$ cat src/rtl/universal_shift_register_burst_if.sv
// Purpose: bundles the control, data and status signals of universal_shift_register_burst.
// Ports: en/mode/I/SI_R/SI_L/start/count flow master->slave; Q/SO_R/SO_L/busy/done flow slave->master.
// Latency/backpressure: none here; the slave updates Q one edge after an operation is requested.
interface universal_shift_register_burst_if #(
  parameter int N  = 8,
  parameter int CW = 4
);
  logic          en;
  logic [2:0]    mode;
  logic [N-1:0]  I;
  logic          SI_R;
  logic          SI_L;
  logic          start;
  logic [CW-1:0] count;
  logic [N-1:0]  Q;
  logic          SO_R;
  logic          SO_L;
  logic          busy;
  logic          done;

  modport master (
    output en, mode, I, SI_R, SI_L, start, count,
    input  Q, SO_R, SO_L, busy, done
  );

  modport slave (
    input  en, mode, I, SI_R, SI_L, start, count,
    output Q, SO_R, SO_L, busy, done
  );
endinterface

$ cat src/rtl/universal_shift_register_burst.sv
// Purpose: N-bit universal shift register (hold/shift/rotate/ashift/load/clear) with a counted burst engine.
// Latency: every operation lands in Q one edge after it is requested; SO_R/SO_L are combinational from Q.
// Backpressure: none; while busy all requests except reset are ignored, done pulses one cycle after the last shift.
// Ports: clk, reset (sync, active-high); bus (slave modport) carries en, mode, I, SI_R, SI_L, start, count,
//        Q, SO_R, SO_L, busy, done.
module universal_shift_register_burst #(
  parameter int N  = 8,
  parameter int CW = 4
) (
  input  logic                              clk,
  input  logic                              reset,
  universal_shift_register_burst_if.slave   bus
);

  typedef enum logic {
    IDLE  = 1'b0,
    BURST = 1'b1
  } state_t;

  localparam logic [2:0] M_HOLD = 3'b000;
  localparam logic [2:0] M_SHR  = 3'b001;
  localparam logic [2:0] M_SHL  = 3'b010;
  localparam logic [2:0] M_ROR  = 3'b011;
  localparam logic [2:0] M_ROL  = 3'b100;
  localparam logic [2:0] M_LOAD = 3'b101;
  localparam logic [2:0] M_ASR  = 3'b110;
  localparam logic [2:0] M_CLR  = 3'b111;

  state_t        state;
  logic [N-1:0]  q;
  logic [CW-1:0] remaining;
  logic [2:0]    burst_mode;
  logic          busy_q;
  logic          done_q;

  function automatic logic [N-1:0] next_q(
    input logic [2:0]   m,
    input logic [N-1:0] cur,
    input logic         si_r,
    input logic         si_l,
    input logic [N-1:0] din
  );
    logic [N-1:0] r;
    r = cur;
    case (m)
      M_HOLD: r = cur;
      M_SHR:  r = {si_r, cur[N-1:1]};
      M_SHL:  r = {cur[N-2:0], si_l};
      M_ROR:  r = {cur[0], cur[N-1:1]};
      M_ROL:  r = {cur[N-2:0], cur[N-1]};
      M_LOAD: r = din;
      M_ASR:  r = {cur[N-1], cur[N-1:1]};
      M_CLR:  r = '0;
      default: r = cur;
    endcase
    return r;
  endfunction

  function automatic logic is_shift(input logic [2:0] m);
    return (m == M_SHR) || (m == M_SHL) || (m == M_ROR) || (m == M_ROL) || (m == M_ASR);
  endfunction

  logic start_ok;
  assign start_ok = bus.start && (bus.count != '0) && is_shift(bus.mode);

  always_ff @(posedge clk) begin
    if (reset) begin
      state      <= IDLE;
      q          <= '0;
      remaining  <= '0;
      burst_mode <= M_HOLD;
      busy_q     <= 1'b0;
      done_q     <= 1'b0;
    end else begin
      // done is a single-cycle pulse unless re-armed below on this edge.
      done_q <= 1'b0;
      case (state)
        IDLE: begin
          if (start_ok) begin
            // The start edge itself performs the first of the count shifts.
            burst_mode <= bus.mode;
            q          <= next_q(bus.mode, q, bus.SI_R, bus.SI_L, bus.I);
            remaining  <= bus.count - 1'b1;
            if (bus.count == CW'(1)) begin
              done_q <= 1'b1;
            end else begin
              state  <= BURST;
              busy_q <= 1'b1;
            end
          end else if (bus.en) begin
            q <= next_q(bus.mode, q, bus.SI_R, bus.SI_L, bus.I);
          end
        end
        BURST: begin
          // Latched mode drives the shift; serial inputs are still taken live.
          q         <= next_q(burst_mode, q, bus.SI_R, bus.SI_L, bus.I);
          remaining <= remaining - 1'b1;
          if (remaining == CW'(1)) begin
            state  <= IDLE;
            busy_q <= 1'b0;
            done_q <= 1'b1;
          end
        end
        default: begin
          state  <= IDLE;
          busy_q <= 1'b0;
        end
      endcase
    end
  end

  assign bus.Q    = q;
  assign bus.SO_R = q[0];
  assign bus.SO_L = q[N-1];
  assign bus.busy = busy_q;
  assign bus.done = done_q;

endmodule

$ cat src/flat_wrapper.sv
// flat-port wrapper written by rule: the top's interface ports become plain ports
module universal_shift_register_burst_flat 
#(
  parameter int N  = 8,
  parameter int CW = 4
)
  (clk, reset, bus_en, bus_mode, bus_I, bus_SI_R, bus_SI_L, bus_start, bus_count, bus_Q, bus_SO_R, bus_SO_L, bus_busy, bus_done);
  universal_shift_register_burst_if #(.N(N), .CW(CW)) bus_i ();
  input  logic clk;
  input  logic reset;
  input wire logic [$bits(bus_i.en)-1:0] bus_en;
  input wire logic [$bits(bus_i.mode)-1:0] bus_mode;
  input wire logic [$bits(bus_i.I)-1:0] bus_I;
  input wire logic [$bits(bus_i.SI_R)-1:0] bus_SI_R;
  input wire logic [$bits(bus_i.SI_L)-1:0] bus_SI_L;
  input wire logic [$bits(bus_i.start)-1:0] bus_start;
  input wire logic [$bits(bus_i.count)-1:0] bus_count;
  output wire logic [$bits(bus_i.Q)-1:0] bus_Q;
  output wire logic [$bits(bus_i.SO_R)-1:0] bus_SO_R;
  output wire logic [$bits(bus_i.SO_L)-1:0] bus_SO_L;
  output wire logic [$bits(bus_i.busy)-1:0] bus_busy;
  output wire logic [$bits(bus_i.done)-1:0] bus_done;
  assign bus_i.en = bus_en;
  assign bus_i.mode = bus_mode;
  assign bus_i.I = bus_I;
  assign bus_i.SI_R = bus_SI_R;
  assign bus_i.SI_L = bus_SI_L;
  assign bus_i.start = bus_start;
  assign bus_i.count = bus_count;
  assign bus_Q = bus_i.Q;
  assign bus_SO_R = bus_i.SO_R;
  assign bus_SO_L = bus_i.SO_L;
  assign bus_busy = bus_i.busy;
  assign bus_done = bus_i.done;
  universal_shift_register_burst #(.N(N), .CW(CW)) u_core (.clk(clk), .reset(reset), .bus(bus_i));
endmodule
$ cat config.mk
export PLATFORM = sky130hd
export DESIGN_NAME = universal_shift_register_burst_flat
export DESIGN_NICKNAME = d
export VERILOG_FILES = /design/src/rtl/universal_shift_register_burst_if.sv /design/src/rtl/universal_shift_register_burst.sv /design/src/flat_wrapper.sv
export SDC_FILE = /design/constraint.sdc
export NUM_CORES = 1
export LEC_CHECK = 0
export CAP_MARGIN = 20
export CORE_AREA = 2 2 64 81
export CTS_CLUSTER_DIAMETER = 50
export DETAILED_ROUTE_END_ITERATION = 8
export DIE_AREA = 0 0 66 83
export HOLD_SLACK_MARGIN = 0.05
export PLACE_DENSITY = 0.63
export SLEW_MARGIN = 5
export SYNTH_ARGS = -nofsm -noshare
export SYNTH_HDL_FRONTEND = slang
export SYNTH_SLANG_ARGS = --single-unit
$ cat constraint.sdc
create_clock -name clk -period 2.1 [get_ports clk]
set_input_delay 0.42 -clock clk [delete_from_list [all_inputs] [get_ports clk]]
set_output_delay 0.42 -clock clk [all_outputs]
set_load 0.01 [all_outputs]
After elaboration in Yosys (flattened, before gate mapping):

Cells that the tools add are included.

* bitwise logic cells: 1
* reductions and logical operators: 13
* multiplexer cells: 19
* add/sub/neg operators: 2
* eq/ne operators: 22

Operator list (number)
* case mux 8 bit (8 select lines): 1
* case mux 8 bit (7 select lines): 1
* equality test 3 bit, second input constant: 8
* 2-to-1 mux 8 bit: 2
* case mux 8 bit (2 select lines): 1
* equality test 3 x 2 -> 1 bit, second input constant: 4
* 2-to-1 mux 1 bit: 9
* equality test 4 x 1 -> 1 bit, second input constant: 2
* != test 2 bit, second input constant: 4
* case mux 4 bit (2 select lines): 1
* subtractor 4 x 1 -> 4 bit, second input constant: 2
* equality test 3 x 1 -> 1 bit, second input constant: 2
* logical NOT 3 bit: 2
* case mux 1 bit (2 select lines): 3
* AND reduction 3 bit: 2
* logical OR 1 bit: 4
* 2-to-1 mux 4 bit: 1
* AND reduction 2 bit: 2
* nonzero test 4 bit: 1
* != test 3 x 2 -> 1 bit, second input constant: 1
* logical AND 1 bit: 2
* != test 2 x 1 -> 1 bit, second input constant: 1
* NOT 1 bit: 1

* output and inout port bits: 12
* word-level logic and storage cells: 64
* bits in registers: 18
* input bits: 21

Depth between registers and ports, before layout:

* depth after elaboration: 8
* depth in mapped cells: 8
* mapped depth without buffers: 7

Worst setup path before layout:

Ideal clock, no wire load.

* path type: input-to-reg
* start: input port bus_count[1]
* end: register u_core.q[5] (netlist: u_core.bus.Q[5])
* library setup time: 0.132 ns
* required time: 1.968 ns
* path buffers: 1
* stages on the path: 8
* slack: 0.301 ns
* arrival: 1.667 ns
* cell sequence: inv_1 -> ha_1 -> or3b_4 -> a31oi_1 -> o22ai_1 -> buf_6 -> o21ai_1 -> o32ai_2

* cells in the longest elaborated chain, start to end: 5

RTL lines
* start: declaration: line flat_wrapper.sv:17 `input wire logic [$bits(bus_i.count)-1:0] bus_count;`
* nonzero test 4 bit *: line universal_shift_register_burst.sv:64 `assign start_ok = bus.start && (bus.count != '0) && is_shift(bus.mode);`
* logical AND 1 bit * (2 in a row): line universal_shift_register_burst.sv:64
* 2-to-1 mux 8 bit / != test 3 x 2 -> 1 bit (equally long branches)
* case mux 8 bit (2 select lines) / AND reduction 2 bit (equally long branches)
* end signal: assignment: line universal_shift_register_burst.sv:82 `q <= next_q(bus.mode, q, bus.SI_R, bus.SI_L, bus.I);`
* end signal: assignment: line universal_shift_register_burst.sv:91 `q <= next_q(bus.mode, q, bus.SI_R, bus.SI_L, bus.I);`
* end signal: assignment: line universal_shift_register_burst.sv:96 `q <= next_q(burst_mode, q, bus.SI_R, bus.SI_L, bus.I);`
* end: declaration: line universal_shift_register_burst.sv:30 `logic [N-1:0] q;`

Every way passes the cells marked *; elsewhere a longest branch is shown, timed or not.
A chain may end at the register's enable or synchronous reset.

Final worst setup path:

* start: input port bus_mode[1]
* end: register u_core.q[5] (netlist: u_core.bus.Q[5])

* cells in the longest elaborated chain, start to end: 8

RTL lines
* start: declaration: line flat_wrapper.sv:12 `input wire logic [$bits(bus_i.mode)-1:0] bus_mode;`
* parallel branches: the longest is 8 deep, another holds case mux 8 bit (8 select lines)

Several ways; the timed one is not identified. The select of a mux whose other input is x is not followed.

==> load_flow_metrics.sql <==
INSERT INTO impl_metrics (metric_group, metric, value, unit) VALUES
('routing', 'route.vias.total', '2044', ''),
('floorplan', 'initial_core_util', '0.3843', ''),
('floorplan', 'core', '4695', 'sq um'),
('layout', 'final-instance-count-excl-fill', '359', ''),
('power', 'ir_drop', '361.5', 'uV'),
('global_routing', 'overflow', '0', ''),
('timing', 'final_critical_path_setup_slack', '0.09200', 'ns'),
('power', 'report.power.total', '1.235', 'mW'),
('floorplan', 'die_width', '66', 'microns'),
('hold_path', 'timing.hold.worst.class', 'register to register', ''),
('routing', 'route.detailed.wl_per_inst', '15.43', 'microns'),
('critical_path', 'critPathRequiredTime', '2.27', 'ns'),
('critical_path', 'crit_path_start', 'bus_mode[1]', ''),
('timing', 'slew_violations', '0', ''),
('critical_path', 'worstReg2RegEnd', 'u_core.bus.Q[4]', ''),
('critical_path', 'critPathLaunchType', 'primary input', ''),
('placed_design', 'place_area', '2350', 'sq um'),
('critical_path', 'reg2reg_depth', '6', ''),
('clocking', 'tritoncts', 'yes', ''),
('critical_path', 'setup.reg_to_reg.worst_slack', '0.32', 'ns'),
('synth', 'postSynth.topFlopCell', 'dfxtp_1', ''),
('critical_path', 'sequence_of_cells_on_the_critical_path', 'clkdlybuf4s50_1 > xnor2_1 > or2_1 > a31oi_4 > o22ai_1 > o32ai_2', ''),
('routing', 'drt_pre_antenna_iters', '4', ''),
('critical_path', 'timing.critical_path.to_type', 'register', ''),
('layout', 'drive_gt1_frac', '0.1739', ''),
('clocking', 'cts_buffers', '3', ''),
('timing', 'fin_skew', '0.002839', 'ns'),
('synth', 'synth_async_sr_flop_share', '0', ''),
('placed_design', 'portBuffers', '32', ''),
('clocking', 'cts_sinks', '18', ''),
('global_routing', 'antenna_found_initial', '0', ''),
('critical_path', 'worst-endpoint-arrival', '2.18', 'ns'),
('critical_path', 'critPathMaxStageDelay', '0.70', 'ns'),
('timing', 'rsz_0062_raised_after_global_routing', 'no', ''),
('power', 'power.static_leakage', '0.9783', 'nW'),
('critical_path', 'critical_path_peak_fanout', '8', ''),
('routing', 'postRouteWirelength', '5.538', 'mm'),
('power', 'power_per_cell_area', '507.1', 'nW/um^2'),
('layout', 'final_cell_area', '2436', 'sq um'),
('synth', 'synthCells', '247', ''),
('synth', 'mappedNetlistNets', '272', ''),
('critical_path', 'slowest_stage_cell_crit_path', 'clkdlybuf4s50_1', ''),
('clocking', 'clkLatencyLatePin', '0.26', 'ns'),
('layout', 'finish.net_count', '325', ''),
('global_routing', 'grt_first_pass_wirelength', '9.190', 'mm'),
('floorplan', 'fp-row-count', '28', ''),
('floorplan', 'die-area', '5478', 'sq um'),
('layout', 'flow.area_growth_from_synthesis', '35.02', '%'),
('timing', 'maxClockFrequency', '0.4980', 'GHz'),
('synth', 'ys.warnings.count', '0', ''),
('routing', 'dr.first_iter.drc_count', '177', ''),
('synth', 'synth.distinct_cells', '52', ''),
('critical_path', 'criticalPathCategory', 'primary input to register', ''),
('synth', 'synth_enable_flop_cells', '0', ''),
('timing', 'min_period', '2.008', 'ns'),
('routing', 'post_drt_via_cell_ratio', '5.694', ''),
('routing', 'number_of_remaining_drc_errors', '0', ''),
('run_status', 'run_status', 'finished, final reports clean', ''),
('clocking', 'ctsRootBufferMaster', 'clkbuf_8', ''),
('critical_path', 'crit-reg2reg-launch', 'u_core.burst_mode[1]', ''),
('routing', 'route.antenna.remaining_nets', '0', ''),
('floorplan', 'die_height', '83', 'microns'),
('layout', 'diodes', '0', ''),
('placed_design', 'place.gp.congestion', '0.8412', ''),
('placed_design', 'place.detailed.hpwl', '3.858', 'mm'),
('flow_run', 'max_cap_viol_count', '0', ''),
('timing', 'finalSetupViolations', '0', ''),
('global_routing', 'number_of_global_route_vias_before_repair', '1917', ''),
('synth', 'synth_area', '1804', 'sq um'),
('global_routing', 'pin_count_of_the_biggest_net_entering_global_routing', '32', ''),
('clocking', 'clk_transition_reported_paths', '0.08', 'ns');
==> final cells by class <==
cell class	instances	area, sq um
fill	480	2258
multi-input combinational	200	1311
timing repair buffer	69	604.3
sequential	18	360.3
tap	60	75.07
clock buffer	4	55.05
inverter	8	30.03
==> Yosys cell counts (2+ instances only) <==
master     instances  share of area
dfxtp_1           18           0.20
a211o_1            6          0.029
nand4_1            5          0.017
nor3_1             3         0.0083
a21oi_1           19          0.053
ha_1               4          0.028
o31ai_1            2         0.0083
nand3_1            7          0.019
xnor2_1            3          0.015
a31oi_1            3          0.010
clkbuf_1          10          0.021
o21ai_0           23          0.064
o311ai_1           5          0.024
a2111oi_0          2         0.0097
buf_4              4          0.017
o21ai_1            2         0.0055
o32ai_1            6          0.029
a211oi_1           2         0.0083
and3b_1            6          0.029
buf_2              3         0.0083
buf_6              3          0.019
nor2_1             8          0.017
o22ai_1            3          0.010
a21boi_0           7          0.029
inv_1              7          0.015
nand2_1           28          0.058
a22oi_1            2         0.0083
nor2b_1            8          0.028
nand3b_1           8          0.033
xor2_1             2         0.0097
nand2b_1          17          0.059
==> sequential cells by signal, indices dropped and copies added, names as in the netlist <==
name	cells
u_core.bus.Q	8
u_core.bus.busy	1
u_core.burst_mode	3
u_core.bus.done	1
u_core.state	1
u_core.remaining	4
==> kinds of logic after synthesis <==
logic type,after synthesis,share of synthesized area
and+or+nand+nor,100,0.3183
AOI/OAI and AO/OA,90,0.3412
buffers and inverters,29,0.08322
DFF,18,0.1997
xor gates and xnor gates,5,0.02428
adders and majority gates,4,0.02774
muxes,1,0.005548
==> per-stage QoR <==
stage          hold slack, ns  utilization
6_report               0.4646       0.5189
5_1_grt                0.5232       0.5189
4_1_cts                0.4673       0.5123
3_5_place_dp           0.4563       0.5005
3_3_place_gp           0.4475       0.5005
2_1_floorplan          0.4805            -
==> routing by layer <==
layer / vias up / wire length, microns / GRT usage
li1: 1012 / - / -
met1: 958 / 2552 / 0.2900
met2: 66 / 2633 / 0.3196
met3: 8 / 298 / 0.02439
met4: 0 / 54 / 0.06679
met5: - / 0 / 0
==> repair_timing <==
item / CTS / global route
setup endpoints to repair: 0 / 8
buffers inserted: 0 / 0
resized for setup: 0 / 7
==> power by group <==
| part | switching (mW) | total, mW | internal (mW) |
|---|---|---|---|
| combinational | 0.248 | 0.509 | 0.260 |
| clock | 0.136 | 0.302 | 0.167 |
| sequential | 0.0526 | 0.424 | 0.372 |
| total | 0.436 | 1.24 | 0.799 |
==> worst max-delay path: cells and delay by family <==
family	cells	cell delay, ns
buf+inv	1	0.70
simple gates	1	0.34
compound gates	3	0.59
xor+xnor	1	0.13
==> cells in the final DEF (no fill, tap or decap), drive strengths merged, types with 3 or more instances in the layout <==
cell and instances:
a211o 6, a21boi 7, a21oi 19, a31oi 4
and3b 6, buf 37, clkbuf 4, clkdlybuf4s50 30
dfxtp 18, ha 4, inv 7, nand2 29
nand2b 17, nand3 7, nand3b 8, nand4 6
nor2 9, nor2b 8, nor3 3, o21ai 25
o22ai 3, o311ai 5, o32ai 7, xnor2 3
==> worst min-delay path by stage <==
stage | start | depth (start not counted) | end | slack [ns]
global placement | u_core.bus.busy | 2 | u_core.bus.busy | 0.45
global route | u_core.bus.busy | 2 | u_core.bus.busy | 0.52
CTS | u_core.bus.busy | 2 | u_core.bus.busy | 0.47
detailed placement | u_core.bus.busy | 2 | u_core.bus.busy | 0.46
floorplan | u_core.bus.busy | 2 | u_core.bus.busy | 0.48
finish | u_core.bus.busy | 2 | u_core.bus.busy | 0.46
Note: power is estimated with default switching activity, not from simulation.
